**config.mk**
```make
export PLATFORM = sky130hd
export DESIGN_NAME = rv32_decode_buffer
export DESIGN_NICKNAME = d
export VERILOG_FILES = /design/src/rtl/rv32_decode_buffer.sv
export SDC_FILE = /design/constraint.sdc
export NUM_CORES = 1
export LEC_CHECK = 0
export ABC_CLOCK_PERIOD_IN_PS = 8200
export CORE_MARGIN = 3
export CORE_UTILIZATION = 54
export CTS_CLUSTER_DIAMETER = 40
export DETAILED_ROUTE_END_ITERATION = 8
export MAX_ROUTING_LAYER = met4
export PLACE_DENSITY = 0.88
export SLEW_MARGIN = 20
export SYNTH_ARGS = -nofsm -noshare
export SYNTH_HDL_FRONTEND = slang
export SYNTH_SLANG_ARGS = --single-unit
```
**constraint.sdc**
```tcl
create_clock -name clk -period 8.2 [get_ports clk]
set_input_delay 1.64 -clock clk [delete_from_list [all_inputs] [get_ports clk]]
set_output_delay 1.64 -clock clk [all_outputs]
set_load 0.01 [all_outputs]
```
**src/rtl/rv32_decode_buffer.sv**
```systemverilog
// rtl/rv32_decode_buffer.sv - RV32 fetch realigner, predecoder and DEPTH-entry instruction queue
// Define RV32_DECODE_BUFFER_RVC_EN to build the 16/32-bit aligner and compressed detection.
module rv32_decode_buffer #(
  parameter int DEPTH    = 4,
  parameter int NUM_READ = 2
) (
  input  logic                clk,
  input  logic                rst,
  input  logic                fetch_valid,
  output logic                fetch_ready,
  input  logic [31:0]         fetch_data,
  input  logic [31:0]         fetch_pc,
  input  logic                flush,
  input  logic                flush_half,
  output logic                out_valid,
  input  logic                out_ready,
  output logic [31:0]         out_instr,
  output logic [31:0]         out_pc,
  output logic                out_compressed,
  output logic [3:0]          out_class,
  output logic [NUM_READ-1:0] out_use_rs,
  output logic [4:0]          out_rd,
  output logic                out_wb,
  output logic                out_invalid
);
  localparam int PW = $clog2(DEPTH);
  localparam int CW = PW + 1;

  localparam logic [3:0] CLS_LUI = 4'd0, CLS_AUIPC = 4'd1, CLS_JAL = 4'd2, CLS_JALR = 4'd3;
  localparam logic [3:0] CLS_BRANCH = 4'd4, CLS_OP_IMM = 4'd5, CLS_OP = 4'd6, CLS_STORE = 4'd7;
  localparam logic [3:0] CLS_LOAD = 4'd8, CLS_SYSTEM = 4'd9, CLS_CMP = 4'd10, CLS_INVALID = 4'd11;

  logic [31:0]    instr_q [DEPTH];
  logic [31:0]    pc_q    [DEPTH];
  logic [DEPTH-1:0] cmp_q;
  logic [PW-1:0]  wr_ptr_q, wr_ptr_d, rd_ptr_q, rd_ptr_d;
  logic [CW-1:0]  count_q, count_d;

  logic           accept, pop;
  logic [1:0]     n_push;
  logic [31:0]    p0_instr, p0_pc, p1_instr, p1_pc;
  logic           p0_cmp, p1_cmp;

  assign accept = fetch_valid && fetch_ready;
  assign pop    = out_valid && out_ready;

`ifdef RV32_DECODE_BUFFER_RVC_EN
  localparam int NEED = 2;

  logic        hold_valid_q, hold_valid_d, skip_q, skip_d;
  logic [15:0] hold_half_q, hold_half_d;
  logic [31:0] hold_pc_q, hold_pc_d;
  logic        lo_valid, lo_cmp, up_free, up_emit;
  logic [31:0] lo_instr, lo_pc;

  always_comb begin
    hold_valid_d = hold_valid_q;
    hold_half_d  = hold_half_q;
    hold_pc_d    = hold_pc_q;
    skip_d       = skip_q;
    lo_valid = 1'b0;
    lo_cmp   = 1'b0;
    lo_instr = 32'd0;
    lo_pc    = 32'd0;
    up_free  = 1'b0;
    up_emit  = 1'b0;
    n_push   = 2'd0;
    p0_instr = 32'd0;
    p0_pc    = 32'd0;
    p0_cmp   = 1'b0;
    p1_instr = 32'd0;
    p1_pc    = 32'd0;
    p1_cmp   = 1'b0;
    if (accept) begin
      skip_d  = 1'b0;
      up_free = 1'b1;
      if (hold_valid_q) begin
        lo_valid     = 1'b1;
        lo_instr     = {fetch_data[15:0], hold_half_q};
        lo_pc        = hold_pc_q;
        hold_valid_d = 1'b0;
      end else if (!skip_q) begin
        lo_valid = 1'b1;
        lo_pc    = fetch_pc;
        if (fetch_data[1:0] != 2'b11) begin
          lo_instr = {16'h0, fetch_data[15:0]};
          lo_cmp   = 1'b1;
        end else begin
          lo_instr = fetch_data;
          up_free  = 1'b0;
        end
      end
      if (up_free) begin
        if (fetch_data[17:16] != 2'b11) begin
          up_emit = 1'b1;
        end else begin
          hold_valid_d = 1'b1;
          hold_half_d  = fetch_data[31:16];
          hold_pc_d    = fetch_pc + 32'd2;
        end
      end
      // Lower address always occupies the first slot so queue order follows pc order.
      if (lo_valid) begin
        p0_instr = lo_instr;
        p0_pc    = lo_pc;
        p0_cmp   = lo_cmp;
        p1_instr = {16'h0, fetch_data[31:16]};
        p1_pc    = fetch_pc + 32'd2;
        p1_cmp   = 1'b1;
        n_push   = up_emit ? 2'd2 : 2'd1;
      end else if (up_emit) begin
        p0_instr = {16'h0, fetch_data[31:16]};
        p0_pc    = fetch_pc + 32'd2;
        p0_cmp   = 1'b1;
        n_push   = 2'd1;
      end
    end
    if (flush) begin
      hold_valid_d = 1'b0;
      skip_d       = flush_half;
    end
  end

  always_ff @(posedge clk) begin
    if (rst) begin
      hold_valid_q <= 1'b0;
      hold_half_q  <= 16'd0;
      hold_pc_q    <= 32'd0;
      skip_q       <= 1'b0;
    end else begin
      hold_valid_q <= hold_valid_d;
      hold_half_q  <= hold_half_d;
      hold_pc_q    <= hold_pc_d;
      skip_q       <= skip_d;
    end
  end
`else
  localparam int NEED = 1;

  logic unused_flush_half;
  assign unused_flush_half = flush_half;

  assign n_push   = accept ? 2'd1 : 2'd0;
  assign p0_instr = fetch_data;
  assign p0_pc    = fetch_pc;
  assign p0_cmp   = 1'b0;
  assign p1_instr = 32'd0;
  assign p1_pc    = 32'd0;
  assign p1_cmp   = 1'b0;
`endif

  // Credit comes only from the registered count; a pop in the same cycle does not open space.
  assign fetch_ready = !rst && (count_q <= CW'(DEPTH - NEED));

  always_comb begin
    wr_ptr_d = wr_ptr_q + PW'(n_push);
    rd_ptr_d = rd_ptr_q + PW'(pop);
    count_d  = count_q + CW'(n_push) - CW'(pop);
    if (flush) begin
      wr_ptr_d = '0;
      rd_ptr_d = '0;
      count_d  = '0;
    end
  end

  always_ff @(posedge clk) begin
    if (rst) begin
      wr_ptr_q <= '0;
      rd_ptr_q <= '0;
      count_q  <= '0;
    end else begin
      wr_ptr_q <= wr_ptr_d;
      rd_ptr_q <= rd_ptr_d;
      count_q  <= count_d;
    end
  end

  always_ff @(posedge clk) begin
    if (!rst && !flush) begin
      if (n_push != 2'd0) begin
        instr_q[wr_ptr_q] <= p0_instr;
        pc_q[wr_ptr_q]    <= p0_pc;
        cmp_q[wr_ptr_q]   <= p0_cmp;
      end
      if (n_push == 2'd2) begin
        instr_q[wr_ptr_q + PW'(1)] <= p1_instr;
        pc_q[wr_ptr_q + PW'(1)]    <= p1_pc;
        cmp_q[wr_ptr_q + PW'(1)]   <= p1_cmp;
      end
    end
  end

  logic [31:0] head_instr, head_pc;
  logic        head_cmp, head_wb;
  logic [3:0]  head_class;
  logic [1:0]  head_use;

  assign head_instr = instr_q[rd_ptr_q];
  assign head_pc    = pc_q[rd_ptr_q];
  assign head_cmp   = cmp_q[rd_ptr_q];

  always_comb begin
    head_class = CLS_INVALID;
    head_use   = 2'b00;
    head_wb    = 1'b0;
    if (head_cmp) begin
      head_class = CLS_CMP;
    end else begin
      case (head_instr[6:0])
        7'b0110111: begin head_class = CLS_LUI;    head_wb = 1'b1; end
        7'b0010111: begin head_class = CLS_AUIPC;  head_wb = 1'b1; end
        7'b1101111: begin head_class = CLS_JAL;    head_wb = 1'b1; end
        7'b1100111: begin head_class = CLS_JALR;   head_wb = 1'b1; head_use = 2'b01; end
        7'b1100011: begin head_class = CLS_BRANCH; head_use = 2'b11; end
        7'b0010011: begin head_class = CLS_OP_IMM; head_wb = 1'b1; head_use = 2'b01; end
        7'b0110011: begin head_class = CLS_OP;     head_wb = 1'b1; head_use = 2'b11; end
        7'b0100011: begin head_class = CLS_STORE;  head_use = 2'b11; end
        7'b0000011: begin head_class = CLS_LOAD;   head_wb = 1'b1; head_use = 2'b01; end
        7'b1110011: begin head_class = CLS_SYSTEM; head_wb = 1'b1; head_use = 2'b01; end
        default:    head_class = CLS_INVALID;
      endcase
    end
  end

  assign out_valid      = !rst && (count_q != '0);
  assign out_instr      = out_valid ? head_instr : 32'd0;
  assign out_pc         = out_valid ? head_pc : 32'd0;
  assign out_compressed = out_valid && head_cmp;
  assign out_class      = out_valid ? head_class : 4'd0;
  assign out_use_rs     = out_valid ? NUM_READ'(head_use) : '0;
  assign out_rd         = out_valid ? head_instr[11:7] : 5'd0;
  assign out_wb         = out_valid && head_wb && (head_instr[11:7] != 5'd0);
  assign out_invalid    = out_valid && ((head_class == CLS_INVALID) || (head_class == CLS_CMP));
endmodule

```
==> impl_metrics.toml, run 1 <==
[run_status]
status = "complete, no violations"

[power_and_ir_drop]
combPwrFrac_pct = 3.7
netSwitchingFraction_pct = 19.5
ir_drop_mv = 0.174
internal_power_mw = 2.37
leakagePower_nw = 4.22
pwr-share-clk_pct = 44.9
power.density_nw_per_um2 = 222
power_frac_seq_pct = 51.4
p_total_mw = 2.94
p_sw_uw = 574

[sta]
relSlewSlack_pct = 30.9
setup_viol = 0
fmax_mhz = 172
hold_viol = 0
rsz0062_at_grt = "no"
tns_ns = 0
finalClockSkew_ns = 0.0137
final_max_slew_viol_count = 0
period_needed_ns = 5.80
tightest_slew_ns = 1.03
fin_crit_sh_pct = 70.8

[yosys]
netlist_area_um2 = 10500
synth_cells = 509
synth_adder_area_share_pct = 0.787
avgSynthCellArea_um2 = 20.6
synth-seq-cells = 267
muxShareOfSynthArea_pct = 14.0
synth_cell_types = 36
synth-simple-area-share_pct = 6.51
synth-xor-area-share_pct = 0.250
ys_warn_count = 0
ys_seq_area_share_pct = 75.7
synth-compound-area-share_pct = 1.08
synth_nets = 585
synth_top_family_by_area = "multiplexers"

[layout]
final_common_cell = "edfxtp_1"
seq_area_um2 = 7960
n_fill_cell = 1164
drive_gt1_share_pct = 18.6
final_cell_mix = "edfxtp_1 (260), clkdlybuf4s50_1 (148), and2_1 (74)"
post-route-util_pct = 70.2
area_growth_syn_to_layout_pct = 26.3
num-nets-final = 747
multi_input_area_um2 = 2400

[critical_path]
critPathCaptureType = "primary output"
critPathLaunchType = "primary input"
crit_required_ns = 6.56
cp_max_fo = 67
path_class = "primary input to primary output"
cp_data_arrival_time_ns = 4.16

[flow_run]
drv_cap = 0

[route]
first_iter_violations = 304
vias = 5274
first_pass_iters = 5
wl_per_cell_um = 20.5
drc = 0
vias_per_cell = 5.51
postRouteAntennaNets = 0
routed_wl_mm = 19.6

[clock_tree]
cts_made_buffers = 34
htree_levels = 2
cts_setup_buffers = 0
ctsRootBufferMaster = "clkbuf_16"
cts_tree = "built"
cts.hold.buffers_added = 0
cts.path.max_buffers = 3
cts.sinks = 267
cts.clk_slew.worst_paths_ns = 0.05
post_cts_resized = 0
clk_latency_ns = 0.50

[global_routing]
antenna_found_initial = 2
grt_usage_pct = 19.7
grt_pass1_wl_mm = 32.0
grt_overflow = 0
grt_pass1_vias = 5857
grt_max_degree = 68

[die]
die_area_um2 = 21200
core-area_um2 = 18900
die_x_um = 145
rows = 50
die_h_um = 145
start_util_pct = 55.6
ios = 150

[min_path]
holdCritPathClass = "flop to flop"

[placed_design]
gp_congestion = 0.884
dp_hpwl_mm = 11.7
portBuffers = 148
## synthesized netlist by cell type
master	instances	area, um2
or3_4	1	11.3
a21oi_2	1	8.76
ha_1	5	62.6
a21oi_1	7	35.0
a21o_1	2	15.0
xnor2_1	3	26.3
nor2b_1	3	18.8
nand2_1	7	26.3
edfxtp_1	260	7810
or4_1	1	7.51
buf_1	1	3.75
buf_4	6	45.0
nand3_1	2	10.0
inv_1	7	26.3
buf_6	2	22.5
mux4_1	1	26.3
nor3_1	7	35.0
fa_1	1	20.0
clkbuf_1	12	45.0
o21bai_1	1	7.51
and3_1	2	12.5
nor2_2	1	6.26
a211oi_1	1	7.51
a221o_1	1	10.0
dfxtp_1	7	140
nand2b_1	6	37.5
or2_2	1	6.26
a2111oi_1	1	10.0
or4_4	1	11.3
buf_2	7	35.0
and2_1	74	463
o21a_1	1	7.51
o211ai_1	1	7.51
mux4_2	64	1440
nor2_1	10	37.5
o21ai_0	1	5.00
## cell families after synthesis
| kind of cell | Yosys count |
|---|---|
| simple gates | 116 |
| fa+ha+maj | 6 |
| mux | 65 |
| compound gates | 17 |
| xor+xnor | 3 |
| flops | 267 |
| buf+inv | 35 |
## worst max-delay path, stage by stage
cell	delay (ns)
clkdlybuf4s50_1	0.53
or2_2	0.40
inv_2	0.68
and2_1	0.29
clkdlybuf4s50_1	0.56
## registers in the layout, indices dropped and copies added (netlist names)
name and cells:
instr_q 128, count_q 3, wr_ptr_q 2, rd_ptr_q 2, pc_q 128, cmp_q 4
## path summary, 6_finish.rpt
path               from        endpoint  slack, ns  cells after the start
min            cmp_q[1]        cmp_q[1]       0.56                      1
max                 rst       out_pc[8]       2.40                      5
max reg2reg  count_q[2]  instr_q[1][29]       5.22                      7
min reg2reg    cmp_q[1]        cmp_q[1]       0.56                      1
## power by group through the flow
stage	registers, mW	clock network (mW)	logic [mW]
floorplan	1.54	0	0.0378
global placement	1.54	0	0.104
detailed placement	1.54	0	0.110
CTS	1.51	1.35	0.111
global route	1.51	1.42	0.118
finish	1.51	1.32	0.110
## area by class of cell
| type | instances | share of cell area [%] |
|---|---|---|
| Antenna cell | 2 | 0.0377 |
| Clock buffer | 39 | 6.56 |
| Clock inverter | 21 | 1.17 |
| Inverter | 7 | 0.198 |
| Multi-Input combinational cell | 207 | 18.1 |
| Sequential cell | 267 | 60.0 |
| Tap cell | 260 | 2.45 |
| Timing Repair Buffer | 154 | 11.5 |
## per-stage QoR
step                      cells  setup slack [ns]  instance area, um2  hold slack [ns]
final                       957              2.40               13300            0.565
after CTS                   955              2.35               13300            0.569
after global placement      895              2.40               12200            0.540
after global routing        957              2.18               13300            0.593
after floorplan             509              1.24               10500            0.518
after detailed placement    895              2.36               12200            0.550
## metal layers
layer  up-vias  part of all wire (%)  global-route usage [%]
met5         -                     0                       -
met4         0                   1.9                    6.17
met3        31                   6.4                    4.42
met2       187                    52                    33.1
met1      2692                    40                    24.2
li1       2364                     -                       -
Note: power is estimated with default switching activity, not from simulation.
==> run 2, diff against run 1 <==
ABC_CLOCK_PERIOD_IN_PS = 5050   (was 8200)
CORE_UTILIZATION = 49   (was 54)
PLACE_DENSITY = 0.85   (was 0.88)
clock period = 5.05 ns   (was 8.2 ns; I/O delays follow)
==> impl_metrics.toml, run 2 (same netlist as run 1, synthesis figures left out) <==
[run_status]
status = "complete, no violations"

[critical_path]
path_delay_family = "multiplexers"
slowest_stage = "mux4_1"
cp_data_arrival_time_ns = 3.67
critPathBufInv = 1
crit_required_ns = 4.04
path_class = "flop to primary output"
critical-path-max-stage-delay_ns = 0.80
critPathLaunchType = "flop"
cp_max_fo = 33
path_cells = "mux4_1 -> nor2b_1 -> nand2_1 -> a21o_1 -> a2111oi_1 -> clkdlybuf4s50_1"
critPathCaptureType = "primary output"
r2r_setup_slack_ns = 2.45

[sta]
relSlewSlack_pct = 36.3
tns_ns = 0
final_max_slew_viol_count = 0
tightest_slew_ns = 0.956
period_needed_ns = 4.68
fin_crit_sh_pct = 92.6
fmax_mhz = 214
rsz0062_at_grt = "no"
finalClockSkew_ns = 0.00703
hold_viol = 0
setup_viol = 0

[placed_design]
dp_hpwl_mm = 12.2
portBuffers = 148
gp_congestion = 0.875
placed_area_um2 = 12300

[die]
die_h_um = 152
start_util_pct = 50.9
rows = 52
die_area_um2 = 23200
ios = 150
core-area_um2 = 20600
die_x_um = 152

[layout]
post-route-util_pct = 64.8
area_growth_syn_to_layout_pct = 27.4
antennaDiodeCount = 0
final_common_cell = "edfxtp_1"
drive_gt1_share_pct = 19.5
final_cell_mix = "edfxtp_1 (260), clkdlybuf4s50_1 (148), and2_1 (74)"
num-nets-final = 750
final_area_um2 = 13400
top_regs = "instr_q (128), pc_q (128), cmp_q (4)"

[power_and_ir_drop]
ir_drop_mv = 0.371
power.density_nw_per_um2 = 368
p_total_mw = 4.92
leakagePower_nw = 4.25

[route]
drc = 0
routed_wl_mm = 20.3
first_iter_violations = 423
wl_per_cell_um = 21.0
first_pass_iters = 6
vias_per_cell = 5.52
vias = 5339
postRouteAntennaNets = 0

[clock_tree]
cts_setup_buffers = 0
cts.sinks = 267
cts.hold.buffers_added = 0
cts_tree = "built"
cts.path.max_buffers = 3
cts.clk_slew.worst_paths_ns = 0.06
htree_levels = 1
cts_made_buffers = 31
clk_latency_ns = 0.53
post_cts_resized = 0
ctsRootBufferMaster = "clkbuf_16"

[global_routing]
grt_usage_pct = 17.9
grt_max_degree = 65
antenna_found_initial = 0
grt_pass1_wl_mm = 32.3
grt_pass1_vias = 5761
grt_overflow = 0

[min_path]
holdCritPathClass = "flop to flop"

[flow_run]
drv_cap = 0
==> run 2: cell types whose count changed in the layout (fill, tap and decap cells not counted), moves of 2 or more <==
cell / delta
clkinv_1: -4
inv_6: -2
buf_4: +6
clkinv_4: +2
bufinv_16: +5
clkbuf_16: -3
clkinv_2: -4
diode_2: -2
clkinvlp_4: +4
==> run 2: layout make-up <==
cell class / count / area, um2
Clock buffer: 35 / 791
Fill cell: 1329 / 7250
Tap cell: 270 / 338
Timing Repair Buffer: 160 / 1570
Sequential cell: 267 / 7960
Multi-Input combinational cell: 207 / 2410
Inverter: 7 / 26.3
Clock inverter: 21 / 284
==> run 2: power breakdown <==
part | internal (mW) | leakage, nW | switching (mW)
logic | 0.102 | 1.35 | 0.0778
clock network | 1.44 | 0.505 | 0.853
registers | 2.44 | 2.40 | 0.00614
==> run 2: path summary, 6_finish.rpt <==
path | from | endpoint | cells after the start
setup reg to reg | count_q[2] | count_q[2] | 11
hold reg to reg | cmp_q[1] | cmp_q[1] | 1
hold / removal | cmp_q[1] | cmp_q[1] | 1
setup / recovery | rd_ptr_q[0] | out_wb | 6
==> run 2: per-layer routing <==
| metal | GRT usage, % | vias to the layer above | wire length, um |
|---|---|---|---|
| met5 | - | - | 0 |
| met4 | 4.37 | 0 | 372 |
| met3 | 3.81 | 34 | 1310 |
| met2 | 29.7 | 176 | 10400 |
| met1 | 22.9 | 2757 | 8230 |
| li1 | - | 2372 | - |
==> run 2: stage by stage <==
step	hold slack, ns	setup WS (ns)	cells
2_1_floorplan	0.518	0.443	509
3_3_place_gp	0.539	0.962	911
3_5_place_dp	0.565	0.933	911
4_1_cts	0.584	0.359	967
5_1_grt	0.597	0.186	967
6_report	0.584	0.374	967
==> run 3, diff against run 2 <==
SLEW_MARGIN = unset   (was 20)
==> results of run 3 <==
Final layout, timing and power as in run 2 (identical DEF).
